## config.mk

```make
export PLATFORM = sky130hd
export DESIGN_NAME = serial_add_arbiter
export DESIGN_NICKNAME = d
export VERILOG_FILES = /design/src/rtl/serial_add_arbiter.sv
export SDC_FILE = /design/constraint.sdc
export NUM_CORES = 1
export LEC_CHECK = 0
export ABC_AREA = 0
export BUFFER_PORTS_ARGS = -buffer_cell sky130_fd_sc_hd__buf_2
export CAP_MARGIN = 20
export CORE_MARGIN = 10
export CORE_UTILIZATION = 48
export DETAILED_ROUTE_END_ITERATION = 6
export GPL_TIMING_DRIVEN = 0
export MAX_ROUTING_LAYER = met4
export PLACE_DENSITY = 0.81
export SLEW_MARGIN = 20
export SYNTH_ARGS = -nofsm -noshare
export SYNTH_HDL_FRONTEND = slang
export SYNTH_SLANG_ARGS = --single-unit
```

## constraint.sdc

```tcl
create_clock -name clk -period 1.7 [get_ports clk]
set_input_delay 0.085 -clock clk [delete_from_list [all_inputs] [get_ports clk]]
set_output_delay 0.085 -clock clk [all_outputs]
set_load 0.05 [all_outputs]
```

## src/rtl/serial_add_arbiter.sv

```systemverilog
// Two-requester round-robin arbiter in front of a bit-serial adder: one shared
// full adder produces one sum bit per SHIFT cycle, LSB first.
module serial_add_arbiter #(
  parameter int WIDTH = 8
) (
  input  logic             clk,
  input  logic             rst,
  input  logic             Req0_valid,
  input  logic [WIDTH-1:0] Req0_A,
  input  logic [WIDTH-1:0] Req0_B,
  input  logic             Req0_Cin,
  output logic             Req0_ready,
  input  logic             Req1_valid,
  input  logic [WIDTH-1:0] Req1_A,
  input  logic [WIDTH-1:0] Req1_B,
  input  logic             Req1_Cin,
  output logic             Req1_ready,
  output logic             Data_out_valid,
  output logic [WIDTH-1:0] Data_out_Sum,
  output logic             Data_out_Carry,
  output logic             Data_out_Id,
  input  logic             Data_out_ready,
  output logic             Busy
);

  localparam int CW = $clog2(WIDTH + 1);

  typedef enum logic [1:0] {IDLE, SHIFT, DONE} state_t;

  state_t           state_q;
  logic             ptr_q;
  logic             id_q;
  logic             c_q;
  logic             valid_q;
  logic             busy_q;
  logic [WIDTH-1:0] a_q;
  logic [WIDTH-1:0] b_q;
  logic [WIDTH-1:0] sum_q;
  logic [CW-1:0]    cnt_q;

  logic [1:0]       req_valid;
  logic [1:0]       req_cin;
  logic [WIDTH-1:0] req_a [2];
  logic [WIDTH-1:0] req_b [2];
  logic [1:0]       grant;
  logic             grant_id;
  logic             fa_s;
  logic             fa_c;

  assign req_valid = {Req1_valid, Req0_valid};
  assign req_cin   = {Req1_Cin, Req0_Cin};
  assign req_a[0]  = Req0_A;
  assign req_a[1]  = Req1_A;
  assign req_b[0]  = Req0_B;
  assign req_b[1]  = Req1_B;

  // A lone requester wins outright; the pointer only breaks ties.
  for (genvar gi = 0; gi < 2; gi++) begin : g_grant
    assign grant[gi] = (state_q == IDLE) && !rst && req_valid[gi] &&
                       (!req_valid[1-gi] || (ptr_q == 1'(gi)));
  end

  assign grant_id   = grant[1];
  assign Req0_ready = grant[0];
  assign Req1_ready = grant[1];

  assign fa_s = a_q[0] ^ b_q[0] ^ c_q;
  assign fa_c = (a_q[0] & b_q[0]) | (a_q[0] & c_q) | (b_q[0] & c_q);

  always_ff @(posedge clk) begin
    if (rst) begin
      state_q <= IDLE;
      ptr_q   <= 1'b0;
      id_q    <= 1'b0;
      c_q     <= 1'b0;
      valid_q <= 1'b0;
      busy_q  <= 1'b0;
      a_q     <= '0;
      b_q     <= '0;
      sum_q   <= '0;
      cnt_q   <= '0;
    end else begin
      case (state_q)
        IDLE: begin
          if (|grant) begin
            a_q     <= req_a[grant_id];
            b_q     <= req_b[grant_id];
            c_q     <= req_cin[grant_id];
            id_q    <= grant_id;
            ptr_q   <= ~grant_id;
            cnt_q   <= '0;
            busy_q  <= 1'b1;
            state_q <= SHIFT;
          end
        end
        SHIFT: begin
          sum_q <= {fa_s, sum_q[WIDTH-1:1]};
          a_q   <= a_q >> 1;
          b_q   <= b_q >> 1;
          c_q   <= fa_c;
          cnt_q <= cnt_q + CW'(1);
          if (cnt_q == CW'(WIDTH - 1)) begin
            valid_q <= 1'b1;
            state_q <= DONE;
          end
        end
        DONE: begin
          if (Data_out_ready) begin
            valid_q <= 1'b0;
            busy_q  <= 1'b0;
            state_q <= IDLE;
          end
        end
        default: state_q <= IDLE;
      endcase
    end
  end

  assign Data_out_valid = valid_q;
  assign Data_out_Sum   = sum_q;
  assign Data_out_Carry = c_q;
  assign Data_out_Id    = id_q;
  assign Busy           = busy_q;

endmodule

```

==> run summary, run 1 <==
combinational power share: 15.1%
Die X-Extent: 76.07 um
global-route wire length before repair: 5934 um
Worst R2R End: b_q[7]
I/O pins: 53
CTS Root Cell: clkbuf_4
Mapped Cells: 165
Clock Latency Late Sink: 0.33 ns
Core Rows: 20
Worst setup SP type: flip-flop
flop2flop setup slack: 0.13 ns
Synth Flop Type: dfxtp_1
post-DR wirelength/cell: 13.07 um
DRT Pass-1 Iters: 5
critical path required time: 1.62 ns
status: completed
number of global-route vias before repair: 1380
Yosys cell types: 30
routed vias: 1376
Seq/Total Area, Yosys: 46.43%
number of flops mapped to enable cells by yosys: 0
sequential power share: 54.2%
Hold Crit Depth: 3
worst hold path class: in2reg
skew final: 0.006492 ns
Netlist Area Pre-Place: 0.001509 sq mm
worst-case reg-to-reg path depth: 5
Sink Count: 35
switching share of total power: 26.48%
IO Port Bufs: 52
gr usage total: 12.25%
yosys warns: 0
DR vias/cell: 5.059
Syn Area/Cell: 9.145 sq um
Clock power frac: 30.7%
ratio of cells with drive above 1 in the final layout: 32.02%
HPWL after detailed placement: 2704 um
Starting Density: 49.83%
Crit. End Element: primary output
worst vdd ir: 563.2 uV
Yosys top cell area share: 46.43%
most frequent cells in the layout: 50 x buf_2, 34 x dfxtp_1, 21 x nand2_1, 17 x mux2i_1, 17 x o21ai_0
setup tns final: 0 ns
total grt overflow: 0
fin crit period: 1.633 ns
internal power: 1.211 mW
pin count of the biggest net entering global routing: 11
worst slew pin tran: 0.6382 ns
Pwr Density: 851.2 mW/mm^2
Final Slew Violations: 0
Antenna Cells: 0
Crit Path Max Fanout: 8
nets: 268
CTS Buffer Depth: 2
NetSw: 436.3 uW
Syn-to-layout area delta: 28.28%
number of remaining DRC errors: 0
H-tree levels: 2
final period utilization: 96.05%
final hold violation count: 0
Hold Path Sink: b_q[6]
Mapped Nets: 206
post-route cell area: 0.001936 sq mm
Synth area leaders: dfxtp_1 46%, mux2i_1 11%, a22oi_1 7.5%
CP Data Arrival Time: 1.55 ns
Max-cap violations: 0
Setup Viol. Count Final: 0
commonest non-fill, non-tap cell in the layout: buf_2
die footprint: 0.005787 sq mm
CTS buffer count: 5
final WL: 3554 um
Synth area leader: dfxtp_1
Die H: 76.07 um
routability cong.: 0.7740
Reg2Reg Launch Point: state_q[0]
initial antenna violation count: 0
hold path startpoint: Req1_B[6]
Leakage: 0.8693 nW
post-synthesis register bit count: 35
Placed Area: 0.001826 sq mm
kind of critical path: reg2out
slew margin rel.: 57.17%
Post-synth ARST share: 0%
Max Freq: 0.6124 GHz
1st-iter DRT viols: 123
post-route ant nets: 0
CTS tree: done
Final Core Density: 63.93%
Placeable Area: 0.003028 sq mm
clock-pin transition on the worst setup and hold timing paths: 0.10 ns
-- power by group through the flow --
stage               Sequential [mW]  Clock [mW]  Combinational (mW)
CTS                           0.893       0.515               0.246
floorplan                     0.937           0               0.126
global placement              0.911           0               0.238
detailed placement            0.911           0               0.242
global route                  0.900       0.550               0.277
finish                        0.894       0.505               0.249
-- cell families after synthesis --
kind of cell | after synthesis | synth area share (%)
and+or+nand+nor | 43 | 13.60
buffers and inverters | 12 | 3.316
adders and majority gates | 2 | 2.156
AOI/OAI and AO/OA | 55 | 22.64
DFF | 35 | 46.43
xor gates and xnor gates | 1 | 0.5805
muxes | 17 | 11.28
-- cell type report --
| type | count | area (sq um) |
|---|---|---|
| inverter | 4 | 15.01 |
| tap | 44 | 55.05 |
| timing repair buffer | 55 | 291.5 |
| clock buffer | 8 | 68.82 |
| sequential | 35 | 701.9 |
| buffer | 8 | 40.04 |
| fill | 284 | 1092 |
| multi-input combinational | 118 | 763.2 |
-- cell usage after synthesis, drive strengths merged (3+ instances only) --
| cell type | instances |
|---|---|
| buf | 3 |
| nand2b | 3 |
| nor2 | 5 |
| o21ai | 20 |
| clkbuf | 5 |
| inv | 4 |
| nand3 | 4 |
| nor3 | 3 |
| mux2i | 17 |
| a22oi | 15 |
| or3 | 3 |
| a21oi | 17 |
| dfxtp | 35 |
| nand2 | 21 |
-- metrics by stage --
step	hold slack, ns	power [mW]	setup slack [ns]	instances
floorplan	0.2581	1.063	-0.02087	165
global placement	0.3582	1.149	0.1645	261
detailed placement	0.3684	1.153	0.1449	261
CTS	0.01043	1.655	0.04193	270
global route	0.03118	1.727	-0.02363	272
finish	0.02065	1.648	0.06721	272
-- what timing repair did --
| action | 4_1_cts | 5_1_grt |
|---|---|---|
| gates cloned | 0 | 0 |
| hold buffers | 0 | 0 |
| buffers inserted | 1 | 2 |
| gates resized for setup | 2 | 7 |
| endpoints found under the setup margin | 1 | 3 |
| pin swaps | 1 | 1 |
-- layer usage --
layer	up-vias	track usage, %	part of all wire, %
li1	715	-	-
met1	613	14.43	46
met4	0	2.788	0.23
met5	-	-	0
met3	2	5.425	7.3
met2	46	18.79	46
-- sequential cells by signal, summed over array words and instances, names as in the netlist --
register and cells:
Data_out_Sum 8, ptr_q 1, cnt_q 4, Data_out_valid 1, Data_out_Id 1, b_q 8, state_q 2, Busy 1
a_q 8, Data_out_Carry 1
-- critical path, stage by stage (launching register included) --
cell and delay [ns]:
dfxtp_2 0.37, or3_4 0.40, a211oi_4 0.25, buf_6 0.20
-- how the worst max path moves through the flow --
| stage | start | depth (start not counted) | to |
|---|---|---|---|
| floorplan | state_q[0] | 4 | a_q[7] |
| global placement | state_q[0] | 5 | a_q[3] |
| detailed placement | state_q[1] | 4 | a_q[6] |
| CTS | state_q[1] | 4 | Req1_ready |
| global route | state_q[1] | 4 | Req1_ready |
| finish | state_q[0] | 3 | Req0_ready |
Note: power is estimated with default switching activity, not from simulation.
==> run 2: changes to the inputs <==
--- a/config.mk
+++ b/config.mk
@@ -8,6 +8,7 @@
 export ABC_AREA = 0
 export BUFFER_PORTS_ARGS = -buffer_cell sky130_fd_sc_hd__buf_2
 export CAP_MARGIN = 20
+export CORE_ASPECT_RATIO = 0.8
 export CORE_MARGIN = 10
 export CORE_UTILIZATION = 48
 export DETAILED_ROUTE_END_ITERATION = 6
==> run summary, run 2 (same netlist as run 1, synthesis figures left out) <==
status: completed
global-route wire length before repair: 6348 um
Max Freq: 0.6301 GHz
worst vdd ir: 609.4 uV
Die X-Extent: 82.69 um
routed vias: 1422
Crit. End Element: primary output
slowest cell delay on critical path: 0.40 ns
worst slew pin tran: 0.4474 ns
Max-cap violations: 0
WHS: 0.07285 ns
most frequent cells in the layout: 51 x buf_2, 34 x dfxtp_1, 21 x nand2_1, 17 x mux2i_1, 17 x o21ai_0
final period utilization: 93.35%
H-tree levels: 2
Setup Viol. Count Final: 0
Pwr Density: 922.1 mW/mm^2
pin count of the biggest net entering global routing: 11
Syn-to-layout area delta: 29.19%
setup tns final: 0 ns
routability cong.: 0.8272
nets: 267
CTS buffer count: 5
Core Rows: 18
Sink Count: 35
1st-iter DRT viols: 111
slew margin rel.: 70.17%
commonest non-fill, non-tap cell in the layout: buf_2
CP Data Arrival Time: 1.50 ns
final hold violation count: 0
Placed Area: 0.001821 sq mm
post-route cell area: 0.001949 sq mm
Clock Latency Late Sink: 0.29 ns
post-route ant nets: 0
IO Port Bufs: 52
Final Core Density: 63.64%
I/O pins: 53
gr usage total: 14.08%
final WL: 3657 um
hold_buf cts: 0
crit path from: state_q[0]
critical path required time: 1.62 ns
kind of critical path: reg2out
RSZ-0062 raised after global routing: no
Antenna Cells: 0
Worst setup SP type: flip-flop
Leakage: 0.8745 nW
fin crit period: 1.587 ns
worst hold path class: in2reg
critical-path cell list: or3_4, a211oi_4, buf_6
DRT Pass-1 Iters: 4
Starting Density: 49.26%
clock-pin transition on the worst setup and hold timing paths: 0.07 ns
slowest cell on the critical path: or3_4
HPWL after detailed placement: 2850 um
Reg2Reg Launch Point: state_q[0]
initial antenna violation count: 0
CTS tree: done
skew final: 0.006667 ns
number of remaining DRC errors: 0
DR vias/cell: 5.326
Fillers: 269
Final Slew Violations: 0
die footprint: 0.005800 sq mm
total grt overflow: 0
Crit Path Max Fanout: 8
ratio of cells with drive above 1 in the final layout: 31.28%
hold path startpoint: Req1_A[6]
CTS Buffer Depth: 2
number of global-route vias before repair: 1429
Place WS: 0.1076 ns
Die H: 70.15 um
Final WS setup: 0.1130 ns
post-DR wirelength/cell: 13.70 um
Placeable Area: 0.003063 sq mm
CTS Root Cell: clkbuf_8
-- run 2: power by group --
part           internal (mW)  switching [mW]  total, mW
logic                  0.102           0.145      0.247
clock network          0.369           0.287      0.656
registers              0.865          0.0294      0.894
-- run 2: critical path, delay by kind of cell, from the launching register on --
family	cells	cell delay, ns
simple gates	1	0.40
compound gates	1	0.26
flops	1	0.35
buf+inv	1	0.20
-- run 2: final cells by class --
| cell class | instances | area [sq um] | area share [%] |
|---|---|---|---|
| Inverter | 4 | 15.01 | 0.7702 |
| Multi-Input combinational cell | 118 | 762.0 | 39.09 |
| Clock buffer | 8 | 100.1 | 5.135 |
| Sequential cell | 35 | 701.9 | 36.01 |
| Tap cell | 40 | 50.05 | 2.567 |
| Buffer | 8 | 38.79 | 1.990 |
| Timing Repair Buffer | 54 | 281.5 | 14.44 |
-- run 2: final timing paths --
| kind | to | slack [ns] | depth (start not counted) |
|---|---|---|---|
| worst min register to register | Data_out_Sum[0] | 0.45 | 2 |
| worst max register to register | a_q[7] | 0.15 | 5 |
| worst max-delay path | Req0_ready | 0.11 | 3 |
| worst min-delay path | a_q[6] | 0.07 | 3 |
-- run 2: through the flow --
stage	instances	total power, mW
after floorplan	165	1.063
after global placement	257	1.149
after detailed placement	257	1.155
after CTS	265	1.812
after global routing	267	1.877
final	267	1.798
-- run 2: repair_timing --
item / 4_1_cts / 5_1_grt
pin swaps: 0 / 2
gates resized for setup: 1 / 5
setup buffers: 0 / 2
gates cloned: 0 / 0
endpoints found under the setup margin: 1 / 11
-- run 2: per-layer routing --
| metal | GRT usage (%) | share of wire [%] | vias to the layer above |
|---|---|---|---|
| met2 | 20.98 | 48 | 46 |
| met4 | 5.566 | 1.8 | 0 |
| met3 | 5.499 | 6.8 | 7 |
| met5 | - | 0 | - |
| met1 | 16.48 | 43 | 654 |
| li1 | - | - | 715 |
